$ cat src/rtl/bus_endpoint_fifo.sv
// Device-side bus endpoint: a TX FIFO that the device fills and the bus drains (first-word fall-through),
// and an address-filtered RX FIFO that the bus fills and the device drains (registered read).
module bus_endpoint_fifo #(
    parameter int           pckg_sz   = 16,
    parameter int           fifo_size = 8,
    parameter logic [7:0]   id        = 8'd0,
    parameter logic [7:0]   broadcast = 8'hFF
) (
    input  logic                           clk,
    input  logic                           reset,
    input  logic                           dev_wr,
    input  logic [pckg_sz-1:0]             dev_wdata,
    output logic                           dev_full,
    output logic                           pndng,
    output logic [pckg_sz-1:0]             D_pop,
    input  logic                           pop,
    input  logic                           push,
    input  logic [pckg_sz-1:0]             D_push,
    input  logic                           dev_rd,
    output logic [pckg_sz-1:0]             dev_rdata,
    output logic                           dev_rvalid,
    output logic [$clog2(fifo_size):0]     rx_count,
    output logic                           tx_ovf,
    output logic                           rx_ovf,
    output logic                           pop_err,
    output logic [7:0]                     miss_cnt
);
    localparam int AW = $clog2(fifo_size);
    localparam int CW = AW + 1;
    localparam logic [CW-1:0] FULL_CNT = CW'(fifo_size);

    logic [pckg_sz-1:0] tx_mem [fifo_size];
    logic [pckg_sz-1:0] rx_mem [fifo_size];

    logic [AW-1:0]      tx_wr_ptr_reg, tx_rd_ptr_reg, rx_wr_ptr_reg, rx_rd_ptr_reg;
    logic [CW-1:0]      tx_cnt_reg, tx_cnt_next, rx_cnt_reg, rx_cnt_next;
    logic [pckg_sz-1:0] dev_rdata_reg;
    logic               dev_rvalid_reg;
    logic               tx_ovf_reg, rx_ovf_reg, pop_err_reg;
    logic [7:0]         miss_cnt_reg;

    logic               tx_pop_ok, tx_wr_ok, rx_addr_ok, rx_rd_ok, rx_wr_ok;
    logic [7:0]         rx_dest;

    // A pop frees a slot in the same edge, so a write alongside a pop is allowed even when full.
    assign tx_pop_ok  = pop && (tx_cnt_reg != '0);
    assign tx_wr_ok   = dev_wr && ((tx_cnt_reg != FULL_CNT) || tx_pop_ok);

    assign rx_dest    = D_push[pckg_sz-1 -: 8];
    assign rx_addr_ok = (rx_dest == id) || (rx_dest == broadcast);
    assign rx_rd_ok   = dev_rd && (rx_cnt_reg != '0);
    assign rx_wr_ok   = push && rx_addr_ok && ((rx_cnt_reg != FULL_CNT) || rx_rd_ok);

    always_comb begin
        tx_cnt_next = tx_cnt_reg;
        if (tx_wr_ok && !tx_pop_ok)
            tx_cnt_next = tx_cnt_reg + 1'b1;
        else if (!tx_wr_ok && tx_pop_ok)
            tx_cnt_next = tx_cnt_reg - 1'b1;

        rx_cnt_next = rx_cnt_reg;
        if (rx_wr_ok && !rx_rd_ok)
            rx_cnt_next = rx_cnt_reg + 1'b1;
        else if (!rx_wr_ok && rx_rd_ok)
            rx_cnt_next = rx_cnt_reg - 1'b1;
    end

    // Storage arrays are not reset; the counters alone define what is valid.
    always_ff @(posedge clk) begin
        if (!reset) begin
            if (tx_wr_ok)
                tx_mem[tx_wr_ptr_reg] <= dev_wdata;
            if (rx_wr_ok)
                rx_mem[rx_wr_ptr_reg] <= D_push;
        end
    end

    always_ff @(posedge clk) begin
        if (reset) begin
            tx_wr_ptr_reg  <= '0;
            tx_rd_ptr_reg  <= '0;
            tx_cnt_reg     <= '0;
            rx_wr_ptr_reg  <= '0;
            rx_rd_ptr_reg  <= '0;
            rx_cnt_reg     <= '0;
            dev_rdata_reg  <= '0;
            dev_rvalid_reg <= 1'b0;
            tx_ovf_reg     <= 1'b0;
            rx_ovf_reg     <= 1'b0;
            pop_err_reg    <= 1'b0;
            miss_cnt_reg   <= '0;
        end else begin
            tx_cnt_reg     <= tx_cnt_next;
            rx_cnt_reg     <= rx_cnt_next;
            dev_rvalid_reg <= rx_rd_ok;
            if (tx_wr_ok)
                tx_wr_ptr_reg <= tx_wr_ptr_reg + 1'b1;
            if (tx_pop_ok)
                tx_rd_ptr_reg <= tx_rd_ptr_reg + 1'b1;
            if (rx_wr_ok)
                rx_wr_ptr_reg <= rx_wr_ptr_reg + 1'b1;
            // Read-before-write: a full-FIFO read+write on one slot returns the old entry.
            if (rx_rd_ok) begin
                dev_rdata_reg <= rx_mem[rx_rd_ptr_reg];
                rx_rd_ptr_reg <= rx_rd_ptr_reg + 1'b1;
            end
            if (dev_wr && !tx_wr_ok)
                tx_ovf_reg <= 1'b1;
            if (push && rx_addr_ok && !rx_wr_ok)
                rx_ovf_reg <= 1'b1;
            if (pop && (tx_cnt_reg == '0))
                pop_err_reg <= 1'b1;
            if (push && !rx_addr_ok && (miss_cnt_reg != 8'hFF))
                miss_cnt_reg <= miss_cnt_reg + 1'b1;
        end
    end

    assign pndng      = (tx_cnt_reg != '0);
    assign dev_full   = (tx_cnt_reg == FULL_CNT);
    assign D_pop      = pndng ? tx_mem[tx_rd_ptr_reg] : '0;
    assign dev_rdata  = dev_rdata_reg;
    assign dev_rvalid = dev_rvalid_reg;
    assign rx_count   = rx_cnt_reg;
    assign tx_ovf     = tx_ovf_reg;
    assign rx_ovf     = rx_ovf_reg;
    assign pop_err    = pop_err_reg;
    assign miss_cnt   = miss_cnt_reg;

endmodule

$ cat config.mk
export PLATFORM = sky130hd
export DESIGN_NAME = bus_endpoint_fifo
export DESIGN_NICKNAME = d
export VERILOG_FILES = /design/src/rtl/bus_endpoint_fifo.sv
export SDC_FILE = /design/constraint.sdc
export NUM_CORES = 1
export LEC_CHECK = 0
export ABC_CLOCK_PERIOD_IN_PS = 4400
export CORE_MARGIN = 1
export CORE_UTILIZATION = 45
export CTS_CLUSTER_DIAMETER = 50
export DETAILED_ROUTE_END_ITERATION = 10
export PLACE_DENSITY = 0.7
export SETUP_SLACK_MARGIN = 0.4
export SLEW_MARGIN = 40
export SYNTH_ARGS = -nofsm -noshare
export SYNTH_HDL_FRONTEND = slang
export SYNTH_SLANG_ARGS = --single-unit
$ cat constraint.sdc
create_clock -name clk -period 4.4 [get_ports clk]
set_input_delay 0.44 -clock clk [delete_from_list [all_inputs] [get_ports clk]]
set_output_delay 0.44 -clock clk [all_outputs]
set_load 0.03 [all_outputs]
### After elaboration in Yosys (flattened, before gate mapping)

Memories as Yosys holds them, arrays and structs flattened. A register that Yosys moved wholly into a read port is not among the register bits.
Cells that the tools add are included.

* multiplexer cells: 13
* reductions and logical operators: 28
* $add $sub $neg: 9
* multipliers: 0
* eq/ne operators: 5
* magnitude comparators: 0
* shift operators: 0
* bitwise gates (word level): 0
* div/mod/pow operators: 0

Operator list (number)
* 2-to-1 mux 16 bit: 1
* 2-to-1 mux 4 bit: 4
* logical AND 1 bit: 14
* adder 3 x 1 -> 3 bit, second input constant: 4
* adder 4 x 1 -> 4 bit, second input constant: 2
* adder 8 x 1 -> 8 bit, second input constant: 1
* == test 8 bit, second input constant: 1
* logical NOT 8 bit: 1
* != test 4 bit, second input constant: 2
* != test 8 bit, second input constant: 1
* nonzero test 4 bit: 2
* subtractor 4 x 1 -> 4 bit, second input constant: 2
* 2-to-1 mux 1 bit: 6
* 2-to-1 mux 3 bit: 2
* logical NOT 1 bit: 5
* == test 4 bit, second input constant: 1
* logical NOT 4 bit: 1
* nonzero test 2 bit: 2
* logical OR 1 bit: 3

* memories: 2
* bits in writable memories: 256
* logic and storage cells: 68
* bits in read-only memories: 0
* bits in latches: 0
* output and inout port bits: 50
* flip-flop bits (word level): 32
* input port bits: 38

Memory list
* rx_mem: words 8, bits a word 16, rd ports 1, clocked after Yosys merged registers in 1, wr ports 1, RTL line 33 `logic [pckg_sz-1:0] rx_mem [fifo_size];`
* tx_mem: words 8, bits a word 16, rd ports 1, clocked after Yosys merged registers in 1, wr ports 1, RTL line 32 `logic [pckg_sz-1:0] tx_mem [fifo_size];`

### Longest topological paths before layout

* depth in word-level cells: 8
* mapped depth: 13
* gate-level depth less buffers: 13

### Worst setup path after synthesis

OpenSTA, ideal clock, no wires.

* kind: input-to-reg
* start: in D_push[8]
* end: mem rx_mem[2][0] (enable)
* arrival time: 2.836 ns
* setup slack: 1.134 ns
* cell stages on the path: 5
* cells stage by stage: nor4_1 -> nand2_1 -> o21ai_1 -> nand3_2 -> nor4_1

* cells in the longest elaborated chain, start to end: 7
* elaborated cells on any way between the ends: 8
* classes of those cells: 1 x eq/ne; 3 x mux; 4 x reduce/logical

RTL lines
* start: declaration: RTL line 18 `input logic [pckg_sz-1:0] D_push,`
* == test 8 bit or logical NOT 8 bit (tied branches): RTL line 50 `assign rx_addr_ok = (rx_dest == id) || (rx_dest == broadcast);`
* logical OR 1 bit (*): RTL line 50
* logical AND 1 bit (*) (2 in a row): RTL line 52 `assign rx_wr_ok = push && rx_addr_ok && ((rx_cnt_reg != FULL_CNT) || rx_rd_ok);`
* 2-to-1 mux 1 bit (*): RTL line 73 `if (rx_wr_ok)`
* 2-to-1 mux 1 bit (*): RTL line 70 `if (!reset) begin`
* 2-to-1 mux 1 bit (implied by the code) (*): RTL line 74 `rx_mem[rx_wr_ptr_reg] <= D_push;`
* end: declaration: RTL line 33

Every way passes the cells marked *; elsewhere a longest branch is shown, timed or not.

==> impl_metrics.py <==
metrics = {
    "power": {
        "p_leak_uw": 0.00463,
        "power_switching_uw": 2390,
        "switching_share_pct": 28.8,
        "p_comb_share_pct": 24.2,
        "peakVddDrop_mv": 0.390,
        "power_frac_clock_pct": 33.1,
        "p_per_area_mw_per_mm2": 576,
        "power_frac_seq_pct": 42.7,
        "intPower_uw": 5890,
    },
    "critical_path": {
        "cpLargestDelayFamily": "buffers and inverters",
        "required_ns": 3.96,
        "arrival_ns": 3.09,
        "crit_slowest_cell": "dfxtp_2",
        "slowest_delay_ns": 0.73,
        "r2r_start": "rx_count[0]",
        "cp-start-kind": "register",
        "worstSetupEndpointType": "output port",
        "r2r_slack_ns": 1.34,
        "r2r-end": "rx_count[3]",
        "worst-path-buf-inv": 2,
        "worstPathMaxFanout": 17,
        "r2r_cells": 12,
        "crit_chain": "buf_4 > mux4_2 > mux2i_1 > nor2_1 > clkdlybuf4s50_1",
        "worstSetupPathType": "reg2out",
    },
    "clocking": {
        "tritoncts": "built",
        "cts_htree_levels": 2,
        "numClockSinks": 307,
        "clk_path_buf_depth": 3,
        "cts_resized": 0,
        "cts_root_buffer": "clkbuf_16",
        "ctsHoldBuffers": 0,
        "cts.clk_slew.worst_paths_ns": 0.06,
        "cts_buffers": 34,
        "clk-insertion-delay-late_ns": 0.50,
        "cts_setup_buffers": 0,
    },
    "place": {
        "globalplace.congestion": 0.761,
        "port_buffers": 87,
        "post-place-ws_ns": 0.664,
        "hpwl_um": 14200,
    },
    "logic_synthesis": {
        "synth_flop_cell": "edfxtp_1",
        "synthAdderAreaFrac_pct": 1.50,
        "asyncSetResetFlopFracSynth_pct": 0,
        "synthSimpleGateAreaFrac_pct": 6.18,
        "synth_top_family_by_area": "multiplexers",
        "synth.cell_area_sq_mm": 0.0118,
        "synth.avg_cell_area_sq_um": 18.1,
        "synth_seq_cells": 307,
        "synth_compound_area_share_pct": 2.50,
        "synthXorXnorAreaFrac_pct": 0.813,
        "synth_enable_flop_cells": 256,
        "yosysWarnings": 0,
        "synthMuxAreaShare_pct": 14.2,
        "syn_nets": 704,
        "ys_types": 46,
        "yosysSeqAreaShare_pct": 73.5,
        "synthCells": 653,
    },
    "global_routing": {
        "grt_pass1_wl_um": 36800,
        "antenna_found_initial": 1,
        "grt_overflow": 0,
        "first_global_vias": 6489,
        "grt_use_total_pct": 18.5,
        "grt_max_degree": 63,
    },
    "die": {
        "dieArea_sq_mm": 0.0270,
        "core_area_sq_mm": 0.0259,
        "die_w_um": 164,
        "row_count": 59,
        "die_h_um": 164,
        "pin_count": 88,
        "start_util_pct": 45.7,
    },
    "drt": {
        "routedWlPerCell_um": 21.1,
        "routed_wl_um": 23900,
        "via_per_inst": 5.48,
        "drt_iter0_markers": 469,
        "vias": 6193,
        "drc": 2,
        "antenna_left": 0,
        "firstDrtPassIters": 8,
    },
    "sta": {
        "slew_headroom_pct": 47.5,
        "final-setup-viol-count": 0,
        "period_needed_ns": 3.53,
        "setup_slack_ns": 0.873,
        "finalHoldViolCount": 0,
        "timing.fmax_ghz": 0.284,
        "worstMarginPinSlew_ns": 0.785,
        "finalClockSkew_ns": 0.00819,
        "finalCritPeriodShare_pct": 80.2,
        "rsz0062_at_grt": "false",
        "drv_slew": 0,
        "tns_ns": 0,
    },
    "outcome": {
        "violations": "DRC",
        "status": "finished, violations left",
    },
    "final_layout": {
        "layout_commonest_cell": "edfxtp_1",
        "synthToLayoutAreaGrowth_pct": 21.4,
        "drive_above_1_share_pct": 20.9,
        "final_cell_mix": "edfxtp_1 (256), clkdlybuf4s50_1 (86), mux4_2 (64)",
        "nets": 821,
    },
    "worst_hold_path": {
        "min_path_type": "reg2reg",
        "hold_depth": 2,
        "hold_path_end": "tx_ovf",
        "hp-start": "tx_ovf",
    },
    "run": {
        "maxCapViolCount": 0,
    },
}
==> kinds of logic (layout without fill, tap and decap cells) <==
group                    after synthesis  count (layout)
XOR/XNOR                              11              11
AND/OR/NAND/NOR                      149             149
multiplexers                          87              87
buffers and inverters                 38             179
other                                  0               1
flip-flops                           307             307
AO/OA/AOI/OAI                         48              48
adder cells (fa/ha/maj)               13              13
==> tightest hold or removal path, stage by stage (launching register included) <==
cell	delay [ns]
dfxtp_1	0.33
a21oi_1	0.04
nor2_1	0.07
==> routing by layer <==
| layer | vias to the layer above | GRT usage [%] | wire (um) |
|---|---|---|---|
| li1 | 2829 | - | - |
| met5 | - | 0 | 0 |
| met4 | 0 | 6.02 | 454 |
| met3 | 40 | 3.36 | 1210 |
| met2 | 148 | 32.5 | 12600 |
| met1 | 3176 | 23.0 | 9620 |
==> stage by stage <==
stage	power, uW	hold WS (ns)	util [%]	cell area (sq um)	instances
finish	8280	0.471	55.5	14400	1130
global route	8630	0.518	55.5	14400	1130
CTS	8370	0.482	55.5	14400	1129
detailed placement	5630	0.469	51.3	13300	1069
global placement	5560	0.453	51.1	13200	1066
floorplan	4880	0.454	-	11800	653
==> how the worst max path moves through the flow <==
stage,from,endpoint,slack (ns),cells past startpoint
6_report,register,D_pop[13],0.87,5
4_1_cts,register,D_pop[13],0.81,5
5_1_grt,register,D_pop[13],0.67,5
3_5_place_dp,D_push[12],rx_count[3],0.66,14
3_3_place_gp,D_push[8],rx_count[3],0.83,14
2_1_floorplan,D_push[8],rx_mem[2][0],1.13,5
==> final cells by class <==
cell class              instances  area, sq um
clock inverters                15          149
inverters                       9         36.3
flip-flops and latches        307         8720
well taps                     335          419
repair buffers                110         1060
multi-input cells             308         3050
clock buffers                  45          943
fillers                      1983        11500
diodes                          1         2.50
==> power by group through the flow <==
stage	combinational, uW	sequential (uW)	clock (uW)
2_1_floorplan	1240	3640	0
3_3_place_gp	1960	3600	0
3_5_place_dp	2030	3600	0
4_1_cts	2040	3540	2790
5_1_grt	2160	3570	2910
6_report	2010	3530	2740
==> cells in the mapped netlist, types with 2 or more instances <==
| master | instances | area share [%] |
|---|---|---|
| nor4_1 | 6 | 0.32 |
| buf_1 | 3 | 0.095 |
| xor2_1 | 6 | 0.44 |
| fa_1 | 2 | 0.34 |
| nor2_1 | 60 | 1.9 |
| xnor2_1 | 5 | 0.37 |
| nand3_1 | 6 | 0.25 |
| nor3_1 | 25 | 1.1 |
| o31ai_1 | 2 | 0.13 |
| and3_1 | 5 | 0.26 |
| a211oi_1 | 2 | 0.13 |
| nand3b_1 | 3 | 0.19 |
| ha_1 | 11 | 1.2 |
| clkbuf_1 | 16 | 0.51 |
| buf_2 | 9 | 0.38 |
| mux4_2 | 64 | 12 |
| edfxtp_1 | 256 | 65 |
| nor2b_1 | 2 | 0.11 |
| or4_1 | 3 | 0.19 |
| dfxtp_1 | 51 | 8.6 |
| o21ai_0 | 5 | 0.21 |
| o22ai_1 | 15 | 0.79 |
| inv_1 | 8 | 0.25 |
| a21oi_1 | 16 | 0.68 |
| or3_1 | 5 | 0.26 |
| and2_1 | 2 | 0.11 |
| nand4_1 | 3 | 0.16 |
| nand2b_1 | 7 | 0.37 |
| mux2i_1 | 21 | 1.8 |
| nand2_1 | 18 | 0.57 |
No activity file was read; power rests on OpenSTA's default activity.
